$ cat src/rtl/riscv_pkg.sv
// Shared definitions for the load/store unit.
//   - RV32I load/store funct3 encodings (F3_*)
//   - lsu_state_e: LSU controller state encoding, also exported on the
//     debug state port of load_store_unit
package riscv_pkg;

   // Load/store width encodings. Stores only use F3_B, F3_H and F3_W.
   localparam logic [2:0] F3_B  = 3'b000;
   localparam logic [2:0] F3_H  = 3'b001;
   localparam logic [2:0] F3_W  = 3'b010;
   localparam logic [2:0] F3_BU = 3'b100;
   localparam logic [2:0] F3_HU = 3'b101;

   typedef enum logic [1:0] {
      ST_IDLE   = 2'd0,
      ST_ACCESS = 2'd1,
      ST_MERGE  = 2'd2,
      ST_RESP   = 2'd3
   } lsu_state_e;

endpackage

$ cat src/rtl/load_store_unit_if.sv
// Bus bundle between execute stage, load/store unit and data memory.
//
// Request channel (execute -> LSU): req_valid, req_store, req_funct3,
//   req_addr, req_wdata forward; req_ready back.
// Response channel (LSU -> writeback): resp_valid, resp_rdata, resp_err
//   forward; resp_ready back.
// Memory channel (LSU -> memory): mem_addr, mem_wdata, mem_wr_en forward;
//   mem_rdata back (combinational read of mem_addr).
//
// Handshake: a transfer happens on a rising clk edge where valid && ready
// are both high. The sender holds its payload stable while valid is high
// and ready is low; the LSU keeps resp_* stable until resp_ready.
//
// Modports: slave = LSU, master = execute/writeback side, memory = RAM.
interface load_store_unit_if #(
   parameter int MEM_DEPTH_LOG2 = 5
);
   logic                      req_valid;
   logic                      req_ready;
   logic                      req_store;
   logic [2:0]                req_funct3;
   logic [31:0]               req_addr;
   logic [31:0]               req_wdata;

   logic [MEM_DEPTH_LOG2-1:0] mem_addr;
   logic [31:0]               mem_wdata;
   logic                      mem_wr_en;
   logic [31:0]               mem_rdata;

   logic                      resp_valid;
   logic                      resp_ready;
   logic [31:0]               resp_rdata;
   logic                      resp_err;

   modport slave (
      input  req_valid, req_store, req_funct3, req_addr, req_wdata,
      input  mem_rdata, resp_ready,
      output req_ready, mem_addr, mem_wdata, mem_wr_en,
      output resp_valid, resp_rdata, resp_err
   );

   modport master (
      output req_valid, req_store, req_funct3, req_addr, req_wdata, resp_ready,
      input  req_ready, resp_valid, resp_rdata, resp_err
   );

   modport memory (
      input  mem_addr, mem_wdata, mem_wr_en,
      output mem_rdata
   );
endinterface

$ cat src/rtl/lsu_align.sv
// Combinational lane logic for the load/store unit.
//   chk_store/chk_funct3/chk_off : incoming request, checked for misalignment
//   funct3/off                    : latched operation width and byte offset
//   ld_word                       : memory word being loaded
//   mg_word                       : captured word for a byte/half store
//   st_data                       : store data (rs2)
//   load_data                     : selected lane, sign/zero extended
//   merge_data                    : mg_word with target lane(s) replaced
//   misaligned                    : request is misaligned or has an
//                                   undefined funct3 for its direction
module lsu_align
   import riscv_pkg::*;
(
   input  logic        chk_store,
   input  logic [2:0]  chk_funct3,
   input  logic [1:0]  chk_off,
   input  logic [2:0]  funct3,
   input  logic [1:0]  off,
   input  logic [31:0] ld_word,
   input  logic [31:0] mg_word,
   input  logic [31:0] st_data,
   output logic [31:0] load_data,
   output logic [31:0] merge_data,
   output logic        misaligned
);

   logic [7:0]  ld_byte;
   logic [15:0] ld_half;

   always_comb begin
      ld_byte = ld_word[{off, 3'b000} +: 8];
      ld_half = off[1] ? ld_word[31:16] : ld_word[15:0];

      load_data = 32'd0;
      case (funct3)
         F3_B:    load_data = {{24{ld_byte[7]}}, ld_byte};
         F3_BU:   load_data = {24'd0, ld_byte};
         F3_H:    load_data = {{16{ld_half[15]}}, ld_half};
         F3_HU:   load_data = {16'd0, ld_half};
         F3_W:    load_data = ld_word;
         default: load_data = 32'd0;
      endcase
   end

   always_comb begin
      merge_data = mg_word;
      case (funct3)
         F3_B:    merge_data[{off, 3'b000} +: 8]   = st_data[7:0];
         F3_H:    merge_data[{off[1], 4'b0000} +: 16] = st_data[15:0];
         F3_W:    merge_data = st_data;
         default: merge_data = mg_word;
      endcase
   end

   // Unsigned widths only exist for loads, so LBU/LHU encodings on a store
   // are undefined and reported like a misalignment.
   always_comb begin
      misaligned = 1'b1;
      case (chk_funct3)
         F3_B:    misaligned = 1'b0;
         F3_H:    misaligned = chk_off[0];
         F3_W:    misaligned = (chk_off != 2'b00);
         F3_BU:   misaligned = chk_store;
         F3_HU:   misaligned = chk_store | chk_off[0];
         default: misaligned = 1'b1;
      endcase
   end

endmodule

$ cat src/rtl/load_store_unit.sv
// Load/store unit: turns byte-addressed RV32I loads/stores into
// word-granular accesses to a 2**MEM_DEPTH_LOG2-word data memory.
//   clk       : rising-edge clock
//   reset     : asynchronous, active-low reset
//   bus       : request / memory / response signals (slave modport)
//   dbg_state : current controller state
//
// Flow: IDLE accepts one request. Loads and SW spend one cycle in ACCESS;
// SB/SH read the word in ACCESS and write the merged word in MERGE.
// Misaligned requests go straight to RESP without touching memory.
// RESP holds the result until resp_ready; one request in flight at most.
module load_store_unit
   import riscv_pkg::*;
#(
   parameter int MEM_DEPTH_LOG2 = 5
) (
   input  logic              clk,
   input  logic              reset,
   load_store_unit_if.slave  bus,
   output lsu_state_e        dbg_state
);

   lsu_state_e                state_q, state_d;
   logic                      store_q, store_d;
   logic [2:0]                funct3_q, funct3_d;
   logic [1:0]                off_q, off_d;
   logic [31:0]               wdata_q, wdata_d;
   logic [31:0]               merge_q, merge_d;
   logic [31:0]               rdata_q, rdata_d;
   logic                      err_q, err_d;
   logic [MEM_DEPTH_LOG2-1:0] mem_addr_q, mem_addr_d;

   logic                      req_ready_c;
   logic                      mem_wr_en_c;
   logic [31:0]               mem_wdata_c;

   logic [31:0]               load_data;
   logic [31:0]               merge_data;
   logic                      misaligned;

   lsu_align u_align (
      .chk_store  (bus.req_store),
      .chk_funct3 (bus.req_funct3),
      .chk_off    (bus.req_addr[1:0]),
      .funct3     (funct3_q),
      .off        (off_q),
      .ld_word    (bus.mem_rdata),
      .mg_word    (merge_q),
      .st_data    (wdata_q),
      .load_data  (load_data),
      .merge_data (merge_data),
      .misaligned (misaligned)
   );

   always_comb begin
      state_d    = state_q;
      store_d    = store_q;
      funct3_d   = funct3_q;
      off_d      = off_q;
      wdata_d    = wdata_q;
      merge_d    = merge_q;
      rdata_d    = rdata_q;
      err_d      = err_q;
      mem_addr_d = mem_addr_q;

      req_ready_c = 1'b0;
      mem_wr_en_c = 1'b0;
      // Whenever we are not writing, echo the read word back so a memory
      // that writes every cycle just rewrites its own contents.
      mem_wdata_c = bus.mem_rdata;

      case (state_q)
         ST_IDLE: begin
            req_ready_c = 1'b1;
            if (bus.req_valid) begin
               store_d  = bus.req_store;
               funct3_d = bus.req_funct3;
               off_d    = bus.req_addr[1:0];
               wdata_d  = bus.req_wdata;
               // Stores and errors return zero data; loads overwrite later.
               rdata_d  = 32'd0;
               err_d    = misaligned;
               if (misaligned) begin
                  state_d = ST_RESP;
               end else begin
                  // Upper address bits are dropped: the memory aliases.
                  mem_addr_d = bus.req_addr[MEM_DEPTH_LOG2+1:2];
                  state_d    = ST_ACCESS;
               end
            end
         end

         ST_ACCESS: begin
            if (!store_q) begin
               rdata_d = load_data;
               state_d = ST_RESP;
            end else if (funct3_q == F3_W) begin
               mem_wr_en_c = 1'b1;
               mem_wdata_c = wdata_q;
               state_d     = ST_RESP;
            end else begin
               merge_d = bus.mem_rdata;
               state_d = ST_MERGE;
            end
         end

         ST_MERGE: begin
            mem_wr_en_c = 1'b1;
            mem_wdata_c = merge_data;
            state_d     = ST_RESP;
         end

         ST_RESP: begin
            if (bus.resp_ready) begin
               state_d = ST_IDLE;
            end
         end

         default: begin
            state_d = ST_IDLE;
         end
      endcase
   end

   always_ff @(posedge clk or negedge reset) begin
      if (!reset) begin
         state_q    <= ST_IDLE;
         store_q    <= 1'b0;
         funct3_q   <= 3'd0;
         off_q      <= 2'd0;
         wdata_q    <= 32'd0;
         merge_q    <= 32'd0;
         rdata_q    <= 32'd0;
         err_q      <= 1'b0;
         mem_addr_q <= '0;
      end else begin
         state_q    <= state_d;
         store_q    <= store_d;
         funct3_q   <= funct3_d;
         off_q      <= off_d;
         wdata_q    <= wdata_d;
         merge_q    <= merge_d;
         rdata_q    <= rdata_d;
         err_q      <= err_d;
         mem_addr_q <= mem_addr_d;
      end
   end

   assign bus.req_ready  = req_ready_c;
   assign bus.mem_addr   = mem_addr_q;
   assign bus.mem_wdata  = mem_wdata_c;
   assign bus.mem_wr_en  = mem_wr_en_c;
   assign bus.resp_valid = (state_q == ST_RESP);
   assign bus.resp_rdata = rdata_q;
   assign bus.resp_err   = err_q;
   assign dbg_state      = state_q;

endmodule

$ cat src/flat_wrapper.sv
// flat-port wrapper written by rule: the top's interface ports become plain ports
module load_store_unit_flat import riscv_pkg::*;
#(
   parameter int MEM_DEPTH_LOG2 = 5
)
  (clk, reset, dbg_state, bus_req_valid, bus_req_store, bus_req_funct3, bus_req_addr, bus_req_wdata, bus_mem_rdata, bus_resp_ready, bus_req_ready, bus_mem_addr, bus_mem_wdata, bus_mem_wr_en, bus_resp_valid, bus_resp_rdata, bus_resp_err);
  load_store_unit_if #(.MEM_DEPTH_LOG2(MEM_DEPTH_LOG2)) bus_i ();
  input  logic clk;
  input  logic reset;
  output lsu_state_e dbg_state;
  input wire logic [$bits(bus_i.req_valid)-1:0] bus_req_valid;
  input wire logic [$bits(bus_i.req_store)-1:0] bus_req_store;
  input wire logic [$bits(bus_i.req_funct3)-1:0] bus_req_funct3;
  input wire logic [$bits(bus_i.req_addr)-1:0] bus_req_addr;
  input wire logic [$bits(bus_i.req_wdata)-1:0] bus_req_wdata;
  input wire logic [$bits(bus_i.mem_rdata)-1:0] bus_mem_rdata;
  input wire logic [$bits(bus_i.resp_ready)-1:0] bus_resp_ready;
  output wire logic [$bits(bus_i.req_ready)-1:0] bus_req_ready;
  output wire logic [$bits(bus_i.mem_addr)-1:0] bus_mem_addr;
  output wire logic [$bits(bus_i.mem_wdata)-1:0] bus_mem_wdata;
  output wire logic [$bits(bus_i.mem_wr_en)-1:0] bus_mem_wr_en;
  output wire logic [$bits(bus_i.resp_valid)-1:0] bus_resp_valid;
  output wire logic [$bits(bus_i.resp_rdata)-1:0] bus_resp_rdata;
  output wire logic [$bits(bus_i.resp_err)-1:0] bus_resp_err;
  assign bus_i.req_valid = bus_req_valid;
  assign bus_i.req_store = bus_req_store;
  assign bus_i.req_funct3 = bus_req_funct3;
  assign bus_i.req_addr = bus_req_addr;
  assign bus_i.req_wdata = bus_req_wdata;
  assign bus_i.mem_rdata = bus_mem_rdata;
  assign bus_i.resp_ready = bus_resp_ready;
  assign bus_req_ready = bus_i.req_ready;
  assign bus_mem_addr = bus_i.mem_addr;
  assign bus_mem_wdata = bus_i.mem_wdata;
  assign bus_mem_wr_en = bus_i.mem_wr_en;
  assign bus_resp_valid = bus_i.resp_valid;
  assign bus_resp_rdata = bus_i.resp_rdata;
  assign bus_resp_err = bus_i.resp_err;
  load_store_unit #(.MEM_DEPTH_LOG2(MEM_DEPTH_LOG2)) u_core (.clk(clk), .reset(reset), .bus(bus_i), .dbg_state(dbg_state));
endmodule
$ cat config.mk
export PLATFORM = sky130hd
export DESIGN_NAME = load_store_unit_flat
export DESIGN_NICKNAME = d
export VERILOG_FILES = /design/src/rtl/riscv_pkg.sv /design/src/rtl/load_store_unit_if.sv /design/src/rtl/lsu_align.sv /design/src/rtl/load_store_unit.sv /design/src/flat_wrapper.sv
export SDC_FILE = /design/constraint.sdc
export NUM_CORES = 1
export LEC_CHECK = 0
export ABC_AREA = 1
export CORE_MARGIN = 2
export CORE_UTILIZATION = 43
export CTS_BUF_LIST = sky130_fd_sc_hd__clkbuf_16
export CTS_CLUSTER_SIZE = 14
export DETAILED_ROUTE_END_ITERATION = 8
export MAX_ROUTING_LAYER = met4
export PLACE_DENSITY = 0.82
export SLEW_MARGIN = 30
export SYNTH_ARGS = -nofsm -noshare
export SYNTH_HDL_FRONTEND = slang
export SYNTH_SLANG_ARGS = --single-unit
$ cat constraint.sdc
create_clock -name clk -period 1.94 [get_ports clk]
set_clock_uncertainty 0.05 [all_clocks]
set_input_delay 0.194 -clock clk [delete_from_list [all_inputs] [get_ports clk]]
set_output_delay 0.194 -clock clk [all_outputs]
set_load 0.02 [all_outputs]
# --- After elaboration in Yosys (flattened, before gate mapping) ---
# Index checks and enable logic that the tools add are counted.
word_totals:
  ff_bits: 110
  in_bits: 104
  out_inout_bits: 75
  elab_cells: 65
classes:
  n_addsub: 2
  eq_ne: 14
  shift: 5
  mux: 22
  bitwise_logic: 3
  reduce_logical: 10
ops:
  columns: ["op", "count"]
  rows:
  - ["32-bit case mux with 5 select lines", 1]
  - ["32-bit two-way mux", 4]
  - ["32-bit case mux with 2 select lines", 2]
  - ["32-bit case mux with 3 select lines", 1]
  - ["32-bit bitwise mux", 2]
  - ["16-bit by 7-bit variable shift with 32-bit output, first input constant", 1]
  - ["8-bit by 7-bit variable shift with 32-bit output, first input constant", 1]
  - ["16-bit by 7-bit indexed part select with 32-bit output", 1]
  - ["32-bit by 6-bit indexed part select with 8-bit output", 1]
  - ["8-bit by 7-bit indexed part select with 32-bit output", 1]
  - ["16-bit two-way mux", 1]
  - ["5-bit negation with 7-bit output", 2]
  - ["3-bit == test, second input constant", 4]
  - ["3-bit AND reduction", 3]
  - ["2-bit two-way mux", 4]
  - ["2-bit case mux with 4 select lines", 1]
  - ["3-bit by 1-bit == test with 1-bit output, second input constant", 2]
  - ["3-bit by 2-bit == test with 1-bit output, second input constant", 2]
  - ["3-bit zero test", 2]
  - ["2-bit inequality test, second input constant", 3]
  - ["1-bit case mux with 5 select lines", 1]
  - ["2-bit == test, second input constant", 2]
  - ["1-bit two-way mux", 4]
  - ["2-bit AND reduction", 2]
  - ["6 further kinds", 8]

# --- Depth between registers and ports, before layout ---
logic_depth:
  ltp_word: 5
  depth_mapped: 12
  ltp_nobuf: 10

# --- Modules after synthesis ---
# A second synthesis with hierarchy kept.
hier_totals:
  hier_cells: 1419
  hier_area_um2: 8544.4
by_module_without_submodules:
  columns: ["module", "n_inst", "cells_per_inst", "area_per_inst_um2", "seq_area_each_um2"]
  rows:
  - ["load_store_unit", 1, 710, 5511.5, 2752.6]
  - ["lsu_align", 1, 709, 3032.9, 0.0]

# --- Worst setup path after synthesis ---
# OpenSTA, ideal clock, no wires.
synth_path:
  path_type: "register -> output"
  startpoint: "register u_core.off_q[1]"
  endpoint: "output bus_mem_wdata[16]"
  arrival_time_ns: 2.118
  required_ns: 1.696
  setup_slack_ns: -0.422
  path_stages_with_launch: 13
  path_buffers: 2
  cell_sequence: "dfrtp_1 buf_2 inv_2 buf_2 ha_1 inv_1 nor2_1 nand2_1 nor2_1 nor2_1 nand3_1 nand2_1 a21oi_1"
synth_via:
  elab_chain_cells: 5
  elab_cells_between_ends: 10
  classes_between: "add/sub: 2; shift: 4; mux: 4"
synth_lines:
  columns: ["element", "line", "rtl"]
  rows:
  - ["start, declared", "load_store_unit.sv:26", "logic [1:0] off_q, off_d;"]
  - ["start signal, assigned", "load_store_unit.sv:130", "off_q <= 2'd0;"]
  - ["start signal, assigned", "load_store_unit.sv:140", "off_q <= off_d;"]
  - ["5-bit negation with 7-bit output (on tied branches)", "lsu_align.sv:49, lsu_align.sv:48", null]
  - ["16-bit by 7-bit indexed part select with 32-bit output (tied with other cells)", "lsu_align.sv:49", "F3_H: merge_data[{off[1], 4'b0000} +: 16] = st_data[15:0];"]
  - ["32-bit bitwise mux (on tied branches)", "lsu_align.sv:49, lsu_align.sv:48", null]
  - ["32-bit case mux with 3 select lines (*)", "lsu_align.sv:47", "case (funct3)"]
  - ["32-bit case mux with 2 select lines (*)", "load_store_unit.sv:72", "case (state_q)"]
  - ["end, declared", "flat_wrapper.sv:20", "output wire logic [$bits(bus_i.mem_wdata)-1:0] bus_mem_wdata;"]
# Every way passes the cells marked *; elsewhere a longest branch is shown, timed or not.

# --- Worst setup path in the final report ---
layout_path:
  startpoint: "register u_core.funct3_q[2]"
  endpoint: "output bus_mem_wdata[10]"
layout_via:
  elab_chain_cells: 4
  elab_cells_between_ends: 7
  classes_between: "eq/ne: 2; mux: 4; reduce/logical: 1"
layout_lines:
  columns: ["element", "line", "rtl"]
  rows:
  - ["start, declared", "load_store_unit.sv:25", "logic [2:0] funct3_q, funct3_d;"]
  - ["start signal, assigned", "load_store_unit.sv:139", "funct3_q <= funct3_d;"]
  - ["3-bit by 2-bit == test with 1-bit output", "lsu_align.sv:47, load_store_unit.sv:97", null]
  - ["32-bit two-way mux", "load_store_unit.sv:97", "end else if (funct3_q == F3_W) begin"]
  - ["32-bit two-way mux", "load_store_unit.sv:94", "if (!store_q) begin"]
  - ["32-bit case mux with 2 select lines (*)", "load_store_unit.sv:72", null]
# Marks and branches as above.

==> Flow_metrics.wiki <==
{| class="wikitable"
! Metric !! Value
|-
| Hold WS || 303 ps
|-
| Max transition margin || 59.2%
|-
| Leak Pwr || 5.61 nW
|-
| Number of vias in the routed layout || 8511
|-
| CTS sink cnt || 110
|-
| Timing-limited maximum frequency || 427 MHz
|-
| Finished layout cell area || 11500 um2
|-
| Worst Reg-to-Reg Cells || 13
|-
| HP Class || in2reg
|-
| Number of antenna violations at the first check in global routing || 0
|-
| Post-detailed-routing wire length || 28.5 mm
|-
| Fin cells || 1596
|-
| Area of the die || 17800 um2
|-
| Register clock-pin slew on the reported worst setup and hold paths || 80 ps
|-
| End point of the worst hold path || u_core.wdata_q[28]
|-
| Critical path type || reg2out
|-
| Chain of cells forming the critical path || buf_6, nor2_8, nand2_4, nor2_4, buf_12, buf_12, nand2_2, nand3_2, nand2_1, inv_2, a21oi_4, buf_6
|-
| Post-placement worst setup slack || -509 ps
|-
| Count of synthesis-stage warnings from yosys || 0
|-
| Cell area after technology mapping || 7180 um2
|-
| DRC violation count after routing || 0
|-
| Beginning of the critical path || u_core.funct3_q[2]
|-
| Worst reg2reg startpoint || u_core.dbg_state[1]
|-
| Vias in the first global route || 8271
|-
| Clk root buf || sky130_fd_sc_hd__clkbuf_16
|-
| Time the final worst path needs with I/O delays and setup || 2340 ps
|-
| First-pass GRT wire length || 44.4 mm
|-
| Status || complete, but fails checks
|-
| Length of the first detailed-routing pass in iterations || 6
|-
| Proportion of synthesized flip-flops having asynchronous set or reset || 100%
|-
| Beginning of the worst hold path || bus_req_wdata[28]
|-
| Setup repair after global routing missed its margin || true
|-
| Total power || 23.2 mW
|-
| Die W || 133 um
|-
| Area after detailed placement || 10300 um2
|-
| Max-cap check violation count || 0
|-
| Cell total after placement || 1554
|-
| Family with the most delay on the worst path || buffers and inverters
|-
| Critical path capture point type || output pin
|-
| Hold Crit Depth || 3
|-
| Number of enable flip-flop cells after synthesis || 0
|-
| Wirelength per Cell || 17.8 um
|-
| Setup slack of the most critical reg-to-reg path || 10 ps
|-
| Setup-violating endpoint count in the final report || 33
|-
| Largest incremental delay on the critical path || 390 ps
|-
| Final hold violation count || 0
|-
| Count of buffering cells on the critical path with inverters included || 5
|-
| Count of buffers inserted at the top-level ports || 153
|-
| Total power divided by cell area || 2020 nW/um2
|-
| Final critical-path share of the clock period || 121%
|-
| Setup TNS || -11370 ps
|-
| Clock tree from TritonCTS || done
|-
| Critical Path RT || 1700 ps
|-
| Worst skew pair latency || 370 ps
|-
| Total congestion overflow after global routing || 0
|-
| Failing checks || setup timing
|-
| Startpoint type of the worst setup path || flip-flop
|-
| Cell count after synthesis || 1098
|-
| Pin count of the biggest net entering global routing || 111
|-
| Area inside the core boundary || 16500 um2
|-
| Via/cell ratio || 5.33
|-
| Reg2reg end || u_core.bus.resp_rdata[0]
|-
| Max Root-Sink Buffers || 2
|-
| Top-level I/O count || 179
|-
| Peak supply drop || 1.21 mV
|-
| Data arrival, critical path || 2100 ps
|-
| Placer's final routability congestion estimate || 1.00
|-
| Count of pins over their slew limit || 0
|-
| Final HPWL from detailed placement || 21.3 mm
|-
| Number of DRC markers in iteration 0 || 631
|-
| Antenna-violating nets left || 0
|-
| Area grow syn2layout || 59.6%
|-
| Slew of the pin with the lowest slew margin || 612 ps
|-
| Nets || 1484
|-
| Mean area per synthesized cell || 6.54 um2
|-
| Post-synth net total || 1211
|-
| Worst setup margin || -401 ps
|-
| Aggregate global-route resource usage || 33.0%
|-
| Main flop type after synthesis || sky130_fd_sc_hd__dfrtp_1
|-
| CTS Buf Count || 9
|-
| CP max stage cell || sky130_fd_sc_hd__dfrtp_1
|-
| Share of layout cells above drive strength 1 || 29.1%
|-
| Synthesis-stage register bit count || 110
|-
| Maximum level of the CTS H-tree || 3
|-
| Fraction of the yosys area taken by sequential cells || 38.3%
|-
| Count of different cell masters after synthesis || 35
|-
| Starting utilization of the core area || 43.6%
|-
| Die Height || 133 um
|-
| Util after Layout || 69.6%
|-
| Crit-path max FO || 8
|-
| Number of antenna cells inserted || 0
|-
| Site row count || 47
|}
[worst register-to-register path, stage by stage (launching register included)]
cell	delay [ps]
sky130_fd_sc_hd__dfrtp_1	400
sky130_fd_sc_hd__inv_2	90
sky130_fd_sc_hd__ha_4	170
sky130_fd_sc_hd__buf_8	110
sky130_fd_sc_hd__buf_12	110
sky130_fd_sc_hd__buf_8	120
sky130_fd_sc_hd__nand2_4	50
sky130_fd_sc_hd__a21oi_4	130
sky130_fd_sc_hd__o211ai_1	110
sky130_fd_sc_hd__inv_2	150
sky130_fd_sc_hd__buf_12	150
sky130_fd_sc_hd__buf_16	120
sky130_fd_sc_hd__nand2_2	60
sky130_fd_sc_hd__nand2_1	70
[routing by layer]
| layer | GRT usage [%] | vias to the layer above | share of wire, % |
|---|---|---|---|
| met1 | 43.1 | 4039 | 41 |
| li1 | - | 4026 | - |
| met4 | 14.5 | 0 | 3.9 |
| met2 | 52.5 | 386 | 48 |
| met3 | 3.35 | 60 | 7.3 |
| met5 | - | - | 0 |
[registers in the layout, indices dropped and copies added (netlist names)]
signal and count:
u_core.store_q 1, u_core.bus.resp_rdata 32, u_core.off_q 2, u_core.bus.resp_err 1, u_core.merge_q 32, u_core.bus.mem_addr 5
u_core.funct3_q 3, u_core.dbg_state 2, u_core.wdata_q 32
[where the power goes]
| group | internal, mW | switching, mW |
|---|---|---|
| combinational | 7.47 | 9.72 |
| sequential | 3.31 | 0.665 |
| clock | 1.02 | 0.985 |
| total | 11.8 | 11.4 |
[cells in the mapped netlist, types with 4 or more instances]
cell type / n / area, um2
sky130_fd_sc_hd__nand2_1: 435 / 1630
sky130_fd_sc_hd__dfrtp_1: 110 / 2750
sky130_fd_sc_hd__nor2_1: 100 / 375
sky130_fd_sc_hd__inv_1: 98 / 368
sky130_fd_sc_hd__o21ai_0: 85 / 425
sky130_fd_sc_hd__a21oi_1: 65 / 325
sky130_fd_sc_hd__nand3_1: 54 / 270
sky130_fd_sc_hd__clkbuf_1: 25 / 93.8
sky130_fd_sc_hd__buf_2: 18 / 90.1
sky130_fd_sc_hd__o22ai_1: 13 / 81.3
sky130_fd_sc_hd__ha_1: 9 / 113
sky130_fd_sc_hd__nand4_1: 9 / 56.3
sky130_fd_sc_hd__o21ai_1: 9 / 45.0
sky130_fd_sc_hd__nor3_1: 8 / 40.0
sky130_fd_sc_hd__o211ai_1: 8 / 60.1
sky130_fd_sc_hd__buf_4: 7 / 52.6
sky130_fd_sc_hd__mux2_2: 6 / 67.6
sky130_fd_sc_hd__buf_6: 5 / 56.3
sky130_fd_sc_hd__buf_1: 4 / 15.0
sky130_fd_sc_hd__inv_2: 4 / 15.0
sky130_fd_sc_hd__nor2_4: 4 / 45.0
sky130_fd_sc_hd__o221ai_1: 4 / 35.0
[worst max path at each step]
stage / endpoint / cells past startpoint / slack [ps]
2_1_floorplan: bus_mem_wdata[25] / 7 / 6
3_3_place_gp: bus_mem_wdata[22] / 11 / -510
3_5_place_dp: bus_mem_wdata[22] / 11 / -510
4_1_cts: bus_mem_wdata[16] / 12 / -400
5_1_grt: bus_mem_wdata[23] / 12 / -500
6_report: bus_mem_wdata[10] / 12 / -400
[kinds of logic (layout without fill, tap and decap cells)]
logic type | count (synthesis) | after routing | synth area share, %
simple gates | 623 | 623 | 35.4
compound gates | 188 | 188 | 14.0
mux | 6 | 6 | 0.941
buf+inv | 162 | 440 | 9.70
flops | 110 | 110 | 38.3
fa+ha+maj | 9 | 9 | 1.57
[final cells by class]
type / instances / area [um2]
repair buffers: 321 / 3190
inverters: 103 / 397
flip-flops and latches: 110 / 2750
multi-input cells: 826 / 4540
clock buffers: 9 / 225
well taps: 220 / 275
fillers: 1399 / 5000
clock inverters: 7 / 80.1
[layout by cell type (no fill, tap or decap), types with 2 or more instances in the layout]
cell type / count
sky130_fd_sc_hd__inv_6: 2
sky130_fd_sc_hd__o211ai_1: 8
sky130_fd_sc_hd__nand2_4: 10
sky130_fd_sc_hd__a21oi_1: 27
sky130_fd_sc_hd__o221ai_1: 4
sky130_fd_sc_hd__nand2_1: 382
sky130_fd_sc_hd__inv_1: 85
sky130_fd_sc_hd__nand4_1: 9
sky130_fd_sc_hd__mux2_2: 6
sky130_fd_sc_hd__clkdlybuf4s50_1: 117
sky130_fd_sc_hd__nor2_1: 82
sky130_fd_sc_hd__o21ai_0: 82
sky130_fd_sc_hd__buf_12: 18
sky130_fd_sc_hd__o21ai_1: 12
sky130_fd_sc_hd__o22ai_1: 13
sky130_fd_sc_hd__inv_4: 4
sky130_fd_sc_hd__ha_1: 3
sky130_fd_sc_hd__dfrtp_1: 109
sky130_fd_sc_hd__buf_16: 2
sky130_fd_sc_hd__nand3_1: 36
sky130_fd_sc_hd__nor2_2: 17
sky130_fd_sc_hd__nand3_2: 18
sky130_fd_sc_hd__inv_2: 14
sky130_fd_sc_hd__buf_6: 46
sky130_fd_sc_hd__nor3_2: 3
sky130_fd_sc_hd__a21oi_2: 13
sky130_fd_sc_hd__ha_4: 6
sky130_fd_sc_hd__nor2_4: 7
sky130_fd_sc_hd__buf_4: 131
sky130_fd_sc_hd__buf_8: 3
sky130_fd_sc_hd__nor3_4: 6
sky130_fd_sc_hd__clkbuf_16: 10
sky130_fd_sc_hd__a21oi_4: 26
sky130_fd_sc_hd__nand2_2: 49
[repair_timing]
action | in CTS | in global routing
endpoints found under the hold margin | 110 | 0
setup buffers | 13 | 10
pin swaps | 27 | 31
gates cloned | 2 | 1
endpoints found under the setup margin | 67 | 73
hold buffers | 1 | 0
resized for setup | 287 | 69
(Power assumes the default switching activity.)
